[config.mk]
export PLATFORM = sky130hd
export DESIGN_NAME = keypad_scanner
export DESIGN_NICKNAME = d
export VERILOG_FILES = /design/src/rtl/keypad_scanner.sv
export SDC_FILE = /design/constraint.sdc
export NUM_CORES = 1
export LEC_CHECK = 0
export ABC_CLOCK_PERIOD_IN_PS = 19300
export CAP_MARGIN = 20
export CORE_MARGIN = 3
export CORE_UTILIZATION = 60
export DETAILED_ROUTE_END_ITERATION = 16
export MAX_ROUTING_LAYER = met4
export PLACE_DENSITY = 0.87
export SLEW_MARGIN = 40
export SYNTH_ARGS = -nofsm -noshare
export SYNTH_HDL_FRONTEND = slang
export SYNTH_SLANG_ARGS = --single-unit
[constraint.sdc]
create_clock -name clk -period 19.3 [get_ports clk]
set_clock_uncertainty 0.2 [all_clocks]
set_input_delay 3.86 -clock clk [delete_from_list [all_inputs] [get_ports clk]]
set_output_delay 3.86 -clock clk [all_outputs]
set_load 0.01 [all_outputs]
[src/rtl/keypad_scanner.sv]
// Purpose: scans a 4x4 active-low matrix keypad and reports debounced key presses.
// Latency: key_valid pulses one cycle after the end of the DEBOUNCE-th matching sweep.
// Backpressure: none; key_valid is a single-cycle pulse, key_code holds until the next accept.
module keypad_scanner #(
  parameter int SCAN_DELAY = 1024,
  parameter int DEBOUNCE   = 4
) (
  input  logic       clk,
  input  logic       rst,
  input  logic [3:0] row,
  output logic [3:0] col,
  output logic [3:0] key_code,
  output logic       key_valid,
  output logic       key_held
);

  localparam int DW = (SCAN_DELAY > 1) ? $clog2(SCAN_DELAY) : 1;
  localparam int BW = $clog2(DEBOUNCE + 1);
  localparam logic [DW-1:0] DWELL_LAST = DW'(SCAN_DELAY - 1);
  localparam logic [BW-1:0] DBC_MAX    = BW'(DEBOUNCE);

  typedef enum logic [1:0] {IDLE, PRESS_DB, HELD, REL_DB} state_t;

  // Snapshot bit index is 4*col + row; returns the legend printed on that key.
  function automatic logic [3:0] key_map(input logic [3:0] k);
    logic [3:0] v;
    case (k)
      4'd0:  v = 4'h1;
      4'd1:  v = 4'h4;
      4'd2:  v = 4'h7;
      4'd3:  v = 4'h0;
      4'd4:  v = 4'h2;
      4'd5:  v = 4'h5;
      4'd6:  v = 4'h8;
      4'd7:  v = 4'hF;
      4'd8:  v = 4'h3;
      4'd9:  v = 4'h6;
      4'd10: v = 4'h9;
      4'd11: v = 4'hE;
      4'd12: v = 4'hA;
      4'd13: v = 4'hB;
      4'd14: v = 4'hC;
      default: v = 4'hD;
    endcase
    return v;
  endfunction

  logic [3:0]    row_meta_q, row_meta_d;
  logic [3:0]    row_sync_q, row_sync_d;
  logic [DW-1:0] dwell_q, dwell_d;
  logic [1:0]    cidx_q, cidx_d;
  logic [3:0]    col_q, col_d;
  logic [15:0]   snap_q, snap_d;
  logic          sweep_q, sweep_d;
  state_t        state_q, state_d;
  logic [3:0]    cand_q, cand_d;
  logic [BW-1:0] dbc_q, dbc_d;
  logic [3:0]    code_q, code_d;
  logic          valid_q, valid_d;
  logic          held_q, held_d;

  logic [4:0]    hit_cnt;
  logic [3:0]    hit_idx;
  logic          single;
  logic          match;
  logic [BW-1:0] dbc_inc;

  // Column strobe rotation, row synchronizer and per-column snapshot capture.
  always_comb begin
    row_meta_d = row;
    row_sync_d = row_meta_q;
    dwell_d    = dwell_q + 1'b1;
    cidx_d     = cidx_q;
    col_d      = col_q;
    snap_d     = snap_q;
    sweep_d    = 1'b0;
    if (dwell_q == DWELL_LAST) begin
      dwell_d = '0;
      cidx_d  = cidx_q + 2'd1;
      col_d   = {col_q[2:0], col_q[3]};
      snap_d[{cidx_q, 2'b00} +: 4] = ~row_sync_q;
      sweep_d = (cidx_q == 2'd3);
    end
  end

  // Classify the completed sweep: count pressed keys and remember which one.
  always_comb begin
    hit_cnt = '0;
    hit_idx = '0;
    for (int i = 0; i < 16; i++) begin
      if (snap_q[i]) begin
        hit_cnt = hit_cnt + 5'd1;
        hit_idx = 4'(i);
      end
    end
    single  = (hit_cnt == 5'd1);
    match   = single && (hit_idx == cand_q);
    dbc_inc = dbc_q + 1'b1;
  end

  // Debounce FSM: advances only on the cycle after a full sweep completes.
  always_comb begin
    state_d = state_q;
    cand_d  = cand_q;
    dbc_d   = dbc_q;
    code_d  = code_q;
    valid_d = 1'b0;
    held_d  = held_q;
    if (sweep_q) begin
      case (state_q)
        IDLE: begin
          if (single) begin
            cand_d = hit_idx;
            if (DEBOUNCE <= 1) begin
              state_d = HELD;
              code_d  = key_map(hit_idx);
              valid_d = 1'b1;
              held_d  = 1'b1;
              dbc_d   = '0;
            end else begin
              state_d = PRESS_DB;
              dbc_d   = BW'(1);
            end
          end
        end
        PRESS_DB: begin
          if (match) begin
            if (dbc_inc >= DBC_MAX) begin
              state_d = HELD;
              code_d  = key_map(cand_q);
              valid_d = 1'b1;
              held_d  = 1'b1;
              dbc_d   = '0;
            end else begin
              dbc_d = dbc_inc;
            end
          end else if (single) begin
            cand_d = hit_idx;
            dbc_d  = BW'(1);
          end else begin
            state_d = IDLE;
            dbc_d   = '0;
          end
        end
        HELD: begin
          if (!match) begin
            if (DEBOUNCE <= 1) begin
              state_d = IDLE;
              held_d  = 1'b0;
              dbc_d   = '0;
            end else begin
              state_d = REL_DB;
              dbc_d   = BW'(1);
            end
          end
        end
        REL_DB: begin
          if (match) begin
            state_d = HELD;
            dbc_d   = '0;
          end else if (dbc_inc >= DBC_MAX) begin
            state_d = IDLE;
            held_d  = 1'b0;
            dbc_d   = '0;
          end else begin
            dbc_d = dbc_inc;
          end
        end
        default: begin
          state_d = IDLE;
          dbc_d   = '0;
        end
      endcase
    end
  end

  // State registers with synchronous reset; rows reset to released (high).
  always_ff @(posedge clk) begin
    if (rst) begin
      row_meta_q <= 4'hF;
      row_sync_q <= 4'hF;
      dwell_q    <= '0;
      cidx_q     <= '0;
      col_q      <= 4'b1110;
      snap_q     <= '0;
      sweep_q    <= 1'b0;
      state_q    <= IDLE;
      cand_q     <= '0;
      dbc_q      <= '0;
      code_q     <= '0;
      valid_q    <= 1'b0;
      held_q     <= 1'b0;
    end else begin
      row_meta_q <= row_meta_d;
      row_sync_q <= row_sync_d;
      dwell_q    <= dwell_d;
      cidx_q     <= cidx_d;
      col_q      <= col_d;
      snap_q     <= snap_d;
      sweep_q    <= sweep_d;
      state_q    <= state_d;
      cand_q     <= cand_d;
      dbc_q      <= dbc_d;
      code_q     <= code_d;
      valid_q    <= valid_d;
      held_q     <= held_d;
    end
  end

  assign col       = col_q;
  assign key_code  = code_q;
  assign key_valid = valid_q;
  assign key_held  = held_q;

endmodule

=== Yosys cells after proc, flatten, opt, wreduce, memory -nomap -nowiden ===
Memory sizes are Yosys's and may differ from the RTL's. A register that Yosys moved wholly into a read port is not among the register bits.
Cells that the tools add are included.

* Muxes and demuxes: 56
* Divide/modulo/power cells: 0
* Add/sub/neg operators: 19
* Multipliers: 0
* Shift-type cells: 2
* Bitwise logic cells: 5
* Equal/unequal tests: 17
* Magnitude comparators: 1
* Reductions and logical operators: 12

{| class="wikitable"
|+ Operators with widths
! kind !! count
|-
| $add 5x1->5 const B || 15
|-
| $mux 5 || 15
|-
| $mux 4 || 16
|-
| $bwmux 16 || 1
|-
| $shift 4x6->16 const A || 1
|-
| $shiftx 4x6->16 || 1
|-
| $mux 3 || 5
|-
| $mux 2 || 7
|-
| $ne 2x2->1 const B || 7
|-
| $pmux 3 s4 || 1
|-
| $reduce_and 6->1 || 2
|-
| $add 10x1->10 const B || 1
|-
| $eq 10x10->1 const B || 1
|-
| $ne 3x3->1 const B || 3
|-
| $mux 1 || 8
|-
| $pmux 2 s4 || 1
|-
| $pmux 4 s2 || 1
|-
| $eq 2x2->1 const B || 3
|-
| $neg 4->6 || 1
|-
| $reduce_and 3->1 || 2
|-
| $eq 5x1->1 const B || 1
|-
| $eq 4x4->1 || 1
|-
| $not 1->1 || 4
|-
| $not 4->4 || 1
|-
| other kinds (11) || 13
|}

* Memory bits (writable): 0
* Memory bits (read-only): 64
* Flip-flop bits (word level): 52
* Output and inout bits: 10
* Bits in latches: 0
* Word-level logic and storage cells: 125
* Memories: 1

{| class="wikitable"
|+ Memory list
! name !! depth !! width !! rd ports !! clocked after Yosys merged registers in !! wr ports !! RTL line !! RTL
|-
| (no name shown) || 16 || 4 || 1 || 1 || 0 || 27 || <nowiki>case (k)</nowiki>
|}

=== Longest topological paths before layout ===
Gate-level depths: netlist of the first run.

* Depth in word-level cells: 35
* Depth in mapped cells: 51
* Depth with buffers taken out: 51

=== Worst setup path before layout of the first run ===
Ideal clock, no wire load.

* Path kind: register to register
* From: register snap_q[1]
* To: register cand_q[2]
* Path slack: 9.588 ns
* Stages on the path, launching flop included: 51
* Clock period less this slack: 9.712 ns
* Arrival: 9.384 ns
* Setup time: 0.128 ns
* Cells stage by stage: dfxtp_1 > inv_1 > ha_1 > clkbuf_1 > xor2_1 > ha_1 > nand2_1 > o31ai_1 > ha_1 > mux2_2 > ha_1 > nand2_1 > o41ai_1 > nor2_1 > inv_1 > ha_1 > nand2b_1 > o21a_1 > [15 not listed] > mux2i_1 > inv_1 > ha_1 > nand2_1 > o21ai_0 > ha_1 > mux2_2 > ha_1 > mux2_2 > ha_1 > xor2_1 > or3_1 > o21ai_0 > a32o_1 > o211ai_2 > a2111oi_4 > mux2i_1 > nor2_1

* Word-level cells in the longest chain between the ends: 33

{| class="wikitable"
|+ Ends and longest elaborated chain
! what !! RTL line !! RTL
|-
| start: declaration || 53 || <nowiki>logic [15:0] snap_q, snap_d;</nowiki>
|-
| start signal: assignment || 199 || <nowiki>snap_q <= snap_d;</nowiki>
|-
| $mux 5 || 91 || <nowiki>if (snap_q[i]) begin</nowiki>
|-
| $add 5x1->5 || 92 || <nowiki>hit_cnt = hit_cnt + 5'd1;</nowiki>
|-
| $mux 5 || 91 ||
|-
| $add 5x1->5 || 92 ||
|-
| $mux 5 || 91 ||
|-
| $add 5x1->5 || 92 ||
|-
| $mux 5 || 91 ||
|-
| $add 5x1->5 || 92 ||
|-
| [17 not listed] || -- ||
|-
| $add 5x1->5 || 92 ||
|-
| $mux 5 || 91 ||
|-
| $add 5x1->5 || 92 ||
|-
| $mux 5 || 91 ||
|-
| $eq 5x1->1 || 96 || <nowiki>single = (hit_cnt == 5'd1);</nowiki>
|-
| $mux 4 / $logic_and 1x1->1 (equally long branches) || -- ||
|-
| $mux 4 / $ne 2x2->1 (equally long branches) || -- ||
|-
| $pmux 4 s2 / $reduce_and 3->1 (equally long branches) || -- ||
|-
| end signal: assignment || 202 || <nowiki>cand_q <= cand_d;</nowiki>
|-
| end: declaration || 56 || <nowiki>logic [3:0] cand_q, cand_d;</nowiki>
|}

Parallel ways exist; a longest one is shown, timed or not. The select of a mux whose other input is x is not followed.
A chain may end at the register's enable or synchronous reset.

=== Worst setup path in the final report of the first run ===
* From: register snap_q[0]
* To: register code_q[0] (netlist: key_code[0])

* Word-level cells in the longest chain between the ends: 34

{| class="wikitable"
|+ Ends and longest elaborated chain
! what !! RTL line !! RTL
|-
| $mux 1 * || 91 ||
|-
| $add 5x1->5 || 92 ||
|-
| $mux 5 * || 91 ||
|-
| $add 5x1->5 || 92 ||
|-
| $mux 5 * || 91 ||
|-
| $add 5x1->5 || 92 ||
|-
| $mux 5 * || 91 ||
|-
| $add 5x1->5 || 92 ||
|-
| [18 not listed] || -- ||
|-
| $mux 5 * || 91 ||
|-
| $add 5x1->5 || 92 ||
|-
| $mux 5 * || 91 ||
|-
| $add 5x1->5 || 92 ||
|-
| $mux 5 * || 91 ||
|-
| $eq 5x1->1 * || 96 ||
|-
| $logic_and 1x1->1 * || 97 || <nowiki>match = single && (hit_idx == cand_q);</nowiki>
|-
| $reduce_and 4->1 (no source line) * || -- ||
|-
| end: declaration || 58 || <nowiki>logic [3:0] code_q, code_d;</nowiki>
|}

Mark *: on every way between the ends. The rest lies on a longest branch, timed or not.

==> impl_metrics.tcl, run 1 <==
set metrics [dict create \
    arrival_ps 10760 \
    route.antenna.remaining_nets 0 \
    post_route_cells_drive_above_1_share 0.0745 \
    port_buffers 15 \
    utilization_after_layout 0.681 \
    total_wirelength_of_the_detailed_routed_design_um 8040 \
    setup.worst_path.start "snap_q[0]" \
    timing.final.crit_share 0.558 \
    crit_path_max_incr_delay_ps 440 \
    route.detailed.wl_per_inst_um 13.3 \
    global_route_wire_length_before_repair_um 14300 \
    placeableCoreArea_um2 6570 \
    flow.area_growth_from_synthesis_pct 6.09 \
    reg2regPathDepth 50 \
    first_global_vias 3376 \
    initial_util 0.641 \
    drtPass1Iterations 4 \
    slew_violations 0 \
    asyncSetResetFlopFracSynth 0 \
    routed_via_density 5.75 \
    yosysWarningCount 0 \
    dpl.cell_count 595 \
    ctsLongestPathBuffers 2 \
    postCtsSetupRepairBufs 0 \
    grt_start_max_net_pins 50 \
    final_common_cell "sky130_fd_sc_hd__nor2_1" \
    critical_register_to_register_path_startpoint "snap_q[0]" \
    powerDensity_nw_per_um2 42.1 \
    cp.required_ps 19290 \
    syn-instance-count 512 \
    criticalPathCategory "reg -> reg" \
    globalRoute.totalOverflow 0 \
    setup_viol_count_final 0 \
    num_io_pins 16 \
    rsz0062_at_grt "false" \
    timing.final.hold_violations 0 \
    die_area_um2 8060 \
    post_synth.cell_area_avg_um2 8.23 \
    period_needed_ps 10770 \
    die_y_um 89.8 \
    timing.max_slew.rel_slack 0.637 \
    top_library_cells_by_usage_in_the_layout_fill_and_taps_aside "sky130_fd_sc_hd__nor2_1 (65), sky130_fd_sc_hd__dfxtp_1 (56), sky130_fd_sc_hd__nand2_1 (46)" \
    vias 3467 \
    instances_no_fill 603 \
    syn_area_um2 4210 \
    cts-root-buf "sky130_fd_sc_hd__clkbuf_8" \
    max-vdd-ir-drop_mv 0.0857 \
    insertedDiodeCount 0 \
    cts_inserted_buffers 5 \
    cp_slowest_cell "sky130_fd_sc_hd__nor3_2" \
    placementRows 29 \
    synth-main-ff-cell "sky130_fd_sc_hd__dfxtp_1" \
    critical_path_peak_fanout 7 \
    power.leakage_uw 0.00178 \
    min-delay-start "row_meta_q[1]" \
    worst_pin_slew_ps 538 \
    post_dp_cell_area_um2 4380 \
    synth_sequential_area_ratio 0.266 \
    cts_hold_buf 0 \
    worst_setup_path_end_kind "register" \
    timing.hold.worst_path_depth 1 \
    grt_use_total 0.209 \
    die_x_um 89.8 \
    ys_ff_latch 56 \
    cpMostUsedCell "sky130_fd_sc_hd__ha_1" \
    dp_hpwl_um 6110 \
    min_path_type "reg -> reg" \
    antenna_found_initial 0 \
    drv.max_cap_violation_count 0 \
    cts_num_sinks 56 \
    synth_fp_nets 543 \
    crit_path_start_kind "register" \
    detail_route.iter0.violations 108 \
    synth-edff-count 0 \
    num-nets-final 540 \
    cts_tree "yes" \
    layout_setup_ws_ps 8530 \
    maximum_achievable_frequency_mhz 92.8 \
    clkTransAtPathRegs_ps 100 \
    status "complete, no violations" \
    htree_num_levels 2 \
    remaining_drc_errors 0 \
    netlist-cell-type-count 66 \
    pre_cts_setup_slack_ps 8660 \
    postLayoutCellArea_um2 4470 \
    setup_tns_ps 0 \
    worst_skew_late_latency_ps 310 \
    cts_resized 0 \
    place_congestion 0.844 \
]
[layout make-up]
type | count | area (um2)
multi-input cells | 409 | 2900
fillers | 530 | 2100
flip-flops and latches | 56 | 1120
repair buffers | 16 | 158
well taps | 93 | 116
inverters | 21 | 78.8
clock buffers | 5 | 68.8
clock inverters | 3 | 25.0
[worst paths after layout]
| path | to | slack (ps) |
|---|---|---|
| min | row_sync_q[1] | 210 |
| min reg2reg | row_sync_q[1] | 210 |
| max | key_code[0] | 8530 |
| max reg2reg | key_code[0] | 8530 |
[power by group]
part / switching (uW) / internal [uW]
Combinational: 2.54 / 2.48
Sequential: 1.17 / 117
Clock: 38.4 / 26.5
Total: 42.1 / 146
[routing by layer]
metal | track usage | wire length (um) | vias to the layer above
li1 | - | - | 1799
met1 | 0.256 | 3900 | 1600
met2 | 0.358 | 3830 | 56
met3 | 0.0242 | 187 | 12
met4 | 0.0702 | 121 | 0
met5 | - | 0 | -
[logic make-up after synthesis]
kind of cell,count (synthesis),share of synthesized area
and+or+nand+nor,205,0.234
AOI/OAI and AO/OA,102,0.170
xor gates and xnor gates,58,0.161
DFF,56,0.266
buffers and inverters,47,0.0451
adders and majority gates,25,0.0743
muxes,19,0.0499
[stage by stage]
step	total power [uW]	hold slack [ps]
global placement	126	192
CTS	191	206
global route	196	211
floorplan	124	189
finish	188	207
detailed placement	126	194
[state kept, by name, summed over array words and instances, names as in the netlist, named ones only]
name,flops
row_meta_q,4
key_held,1
snap_q,16
dwell_q,10
dbc_q,3
col,4
key_code,4
key_valid,1
cidx_q,2
state_q,1
cand_q,4
sweep_q,1
row_sync_q,4
[synth_stat cells (all sizes together) (4+ instances only)]
library cell | count | area share
mux2i | 15 | 0.036
xnor3 | 8 | 0.043
nor3 | 19 | 0.024
dfxtp | 56 | 0.27
o211ai | 6 | 0.012
ha | 25 | 0.074
o21a | 4 | 0.0071
nor2b | 7 | 0.010
nor4 | 6 | 0.0089
a21oi | 29 | 0.034
o21bai | 4 | 0.0071
or2 | 12 | 0.018
clkbuf | 20 | 0.019
nand2b | 4 | 0.0059
o31ai | 4 | 0.0071
nand3 | 16 | 0.019
nand2 | 46 | 0.041
nor2 | 66 | 0.059
xor2 | 20 | 0.043
and3 | 8 | 0.012
inv | 21 | 0.019
buf | 6 | 0.0077
o21ai | 20 | 0.024
a211o | 4 | 0.0083
xnor2 | 28 | 0.063
nand4 | 4 | 0.0059
[worst max-delay path: cells and delay by family (launching register included)]
family	cells	cell delay, ps
adder cells (fa/ha/maj)	14	4260
AND/OR/NAND/NOR	12	2070
AO/OA/AOI/OAI	12	1670
multiplexers	6	1440
flip-flops	1	380
XOR/XNOR	2	360
buffers and inverters	4	290
(Power assumes the default switching activity.)
==> inputs of run 2 (changes only) <==
--- a/config.mk
+++ b/config.mk
@@ -5,13 +5,13 @@
 export SDC_FILE = /design/constraint.sdc
 export NUM_CORES = 1
 export LEC_CHECK = 0
-export ABC_CLOCK_PERIOD_IN_PS = 19300
+export ABC_CLOCK_PERIOD_IN_PS = 9300
 export CAP_MARGIN = 20
 export CORE_MARGIN = 3
-export CORE_UTILIZATION = 60
+export CORE_UTILIZATION = 56
 export DETAILED_ROUTE_END_ITERATION = 16
 export MAX_ROUTING_LAYER = met4
-export PLACE_DENSITY = 0.87
+export PLACE_DENSITY = 0.85
 export SLEW_MARGIN = 40
 export SYNTH_ARGS = -nofsm -noshare
 export SYNTH_HDL_FRONTEND = slang
==> constraint.sdc (replaced) <==
create_clock -name clk -period 9.3 [get_ports clk]
set_clock_uncertainty 0.2 [all_clocks]
set_input_delay 1.86 -clock clk [delete_from_list [all_inputs] [get_ports clk]]
set_output_delay 1.86 -clock clk [all_outputs]
set_load 0.01 [all_outputs]
==> impl_metrics.tcl, run 2 (synthesis gave the netlist of run 1 again) <==
set metrics [dict create \
    cts_inserted_buffers 5 \
    die_x_um 92.7 \
    min_path_type "reg -> reg" \
    fin_hold_ws_ps 211 \
    setup_viol_count_final 10 \
    num_io_pins 16 \
    arrival_ps 9490 \
    post_route_cells_drive_above_1_share 0.222 \
    cp_slowest_cell "sky130_fd_sc_hd__dfxtp_2" \
    routed_via_density 5.85 \
    maximum_achievable_frequency_mhz 105 \
    criticalPathCategory "reg -> reg" \
    die_area_um2 8600 \
    register_with_the_most_flip_flops "snap_q" \
    htree_num_levels 2 \
    setup.worst_path.start "snap_q[1]" \
    max-vdd-ir-drop_mv 0.125 \
    final_common_cell "sky130_fd_sc_hd__nor2_1" \
    placeableCoreArea_um2 7060 \
    min-delay-start "row_meta_q[1]" \
    worst_pin_slew_ps 683 \
    dp_hpwl_um 6320 \
    switchingPower_uw 82.3 \
    timing.max_slew.rel_slack 0.541 \
    num-nets-final 585 \
    drtPass1Iterations 4 \
    antenna_found_initial 0 \
    cp.required_ps 9290 \
    flow.area_growth_from_synthesis_pct 21.7 \
    drv.max_cap_violation_count 0 \
    crit_path_start_kind "register" \
    detail_route.iter0.violations 185 \
    critical_path_peak_fanout 5 \
    postLayoutCellArea_um2 5120 \
    place_congestion 0.857 \
    global_route_wire_length_before_repair_um 15600 \
    powerDensity_nw_per_um2 76.3 \
    first_global_vias 3550 \
    initial_util 0.597 \
    total_wirelength_of_the_detailed_routed_design_um 9800 \
    instances_no_fill 651 \
    vias 3808 \
    setup_tns_ps -1220 \
    layout_setup_ws_ps -199 \
    dpl.cell_count 617 \
    worst_setup_path_end_kind "register" \
    top_library_cells_by_usage_in_the_layout_fill_and_taps_aside "sky130_fd_sc_hd__nor2_1 (61), sky130_fd_sc_hd__dfxtp_1 (53), sky130_fd_sc_hd__buf_4 (44)" \
    remaining_drc_errors 0 \
    critical_register_to_register_path_startpoint "snap_q[1]" \
    cpMostUsedCell "sky130_fd_sc_hd__ha_4" \
    slew_violations 0 \
    cts_num_sinks 56 \
    power_switching_share 0.211 \
    power.combinational.fraction 0.027 \
    route.detailed.wl_per_inst_um 15.1 \
    cell_internal_pwr_uw 309 \
    clockPowerShare 0.346 \
    route.antenna.remaining_nets 0 \
    placementRows 30 \
    rsz0062_at_grt "true" \
    timing.final.crit_share 1.02 \
    die_y_um 92.7 \
    worst_skew_late_latency_ps 310 \
    max_reg_flops 16 \
    crit_path_max_incr_delay_ps 360 \
    timing.final.hold_violations 0 \
    ctsLongestPathBuffers 2 \
    cts-root-buf "sky130_fd_sc_hd__clkbuf_8" \
    largestRegisters "snap_q x16, dwell_q x10" \
    power.leakage_uw 0.00208 \
    failed_checks "negative setup slack" \
    clkTransAtPathRegs_ps 100 \
    period_needed_ps 9500 \
    insertedDiodeCount 0 \
    globalRoute.totalOverflow 0 \
    post_dp_cell_area_um2 4640 \
    port_buffers 15 \
    grt_use_total 0.221 \
    grt_start_max_net_pins 50 \
    status "complete, but fails checks" \
    cts_tree "yes" \
    share_of_total_power_in_sequential_cells 0.627 \
]
-- run 2: changes by cell type in the layout (fill, tap and decap cells not counted), moves of 4 or more --
cell                      change
sky130_fd_sc_hd__nor2_1       -4
sky130_fd_sc_hd__buf_4       +43
sky130_fd_sc_hd__nand2_1      -4
sky130_fd_sc_hd__ha_1         -9
sky130_fd_sc_hd__ha_4         +9
sky130_fd_sc_hd__inv_2        +4
sky130_fd_sc_hd__inv_1        -4
-- run 2: stage by stage --
stage | util | worst slack (ps) | total power, uW
2_1_floorplan | - | -109 | 257
3_3_place_gp | 0.657 | 3.02 | 261
3_5_place_dp | 0.657 | -363 | 261
4_1_cts | 0.702 | -92.6 | 395
5_1_grt | 0.726 | -583 | 405
6_report | 0.726 | -199 | 391
-- run 2: layout make-up --
| class | instances | area (um2) |
|---|---|---|
| Clock buffer | 7 | 86.3 |
| Clock inverter | 1 | 7.51 |
| Fill cell | 503 | 1930 |
| Inverter | 21 | 78.8 |
| Multi-Input combinational cell | 409 | 3200 |
| Sequential cell | 56 | 1120 |
| Tap cell | 96 | 120 |
| Timing Repair Buffer | 61 | 503 |
-- run 2: path summary, 6_finish.rpt --
path	to	slack, ps	cells past startpoint
setup / recovery	cand_q[3]	-200	52
hold / removal	row_sync_q[1]	210	1
setup reg to reg	cand_q[3]	-200	52
hold reg to reg	row_sync_q[1]	210	1
-- run 2: power by group through the flow --
stage,registers [uW],clock network (uW),logic (uW)
after floorplan,250,0,7.05
after global placement,251,0,10.1
after detailed placement,251,0,10.5
after CTS,245,139,10.5
after global routing,246,148,11.5
final,245,135,10.4
-- run 2: worst max-delay path: cells and delay by family, from the launching register on --
| family | cells | cell delay, ps |
|---|---|---|
| adders and majority gates | 14 | 3600 |
| AOI/OAI and AO/OA | 13 | 1710 |
| muxes | 6 | 1520 |
| and+or+nand+nor | 9 | 820 |
| buffers and inverters | 7 | 750 |
| xor gates and xnor gates | 3 | 450 |
| DFF | 1 | 360 |
-- run 2: repair_timing --
action / in CTS / in global routing
setup endpoints to repair: 14 / 15
hold buffers: 0 / 0
gates resized for setup: 12 / 21
pin swaps: 14 / 17
buffers inserted: 19 / 8
cloned: 0 / 0
-- run 2: per-layer routing --
layer,share of wire,up-vias,track usage
li1,-,1876,-
met1,0.43,1766,0.267
met2,0.50,137,0.375
met3,0.046,29,0.0325
met4,0.022,0,0.0806
met5,0,-,-
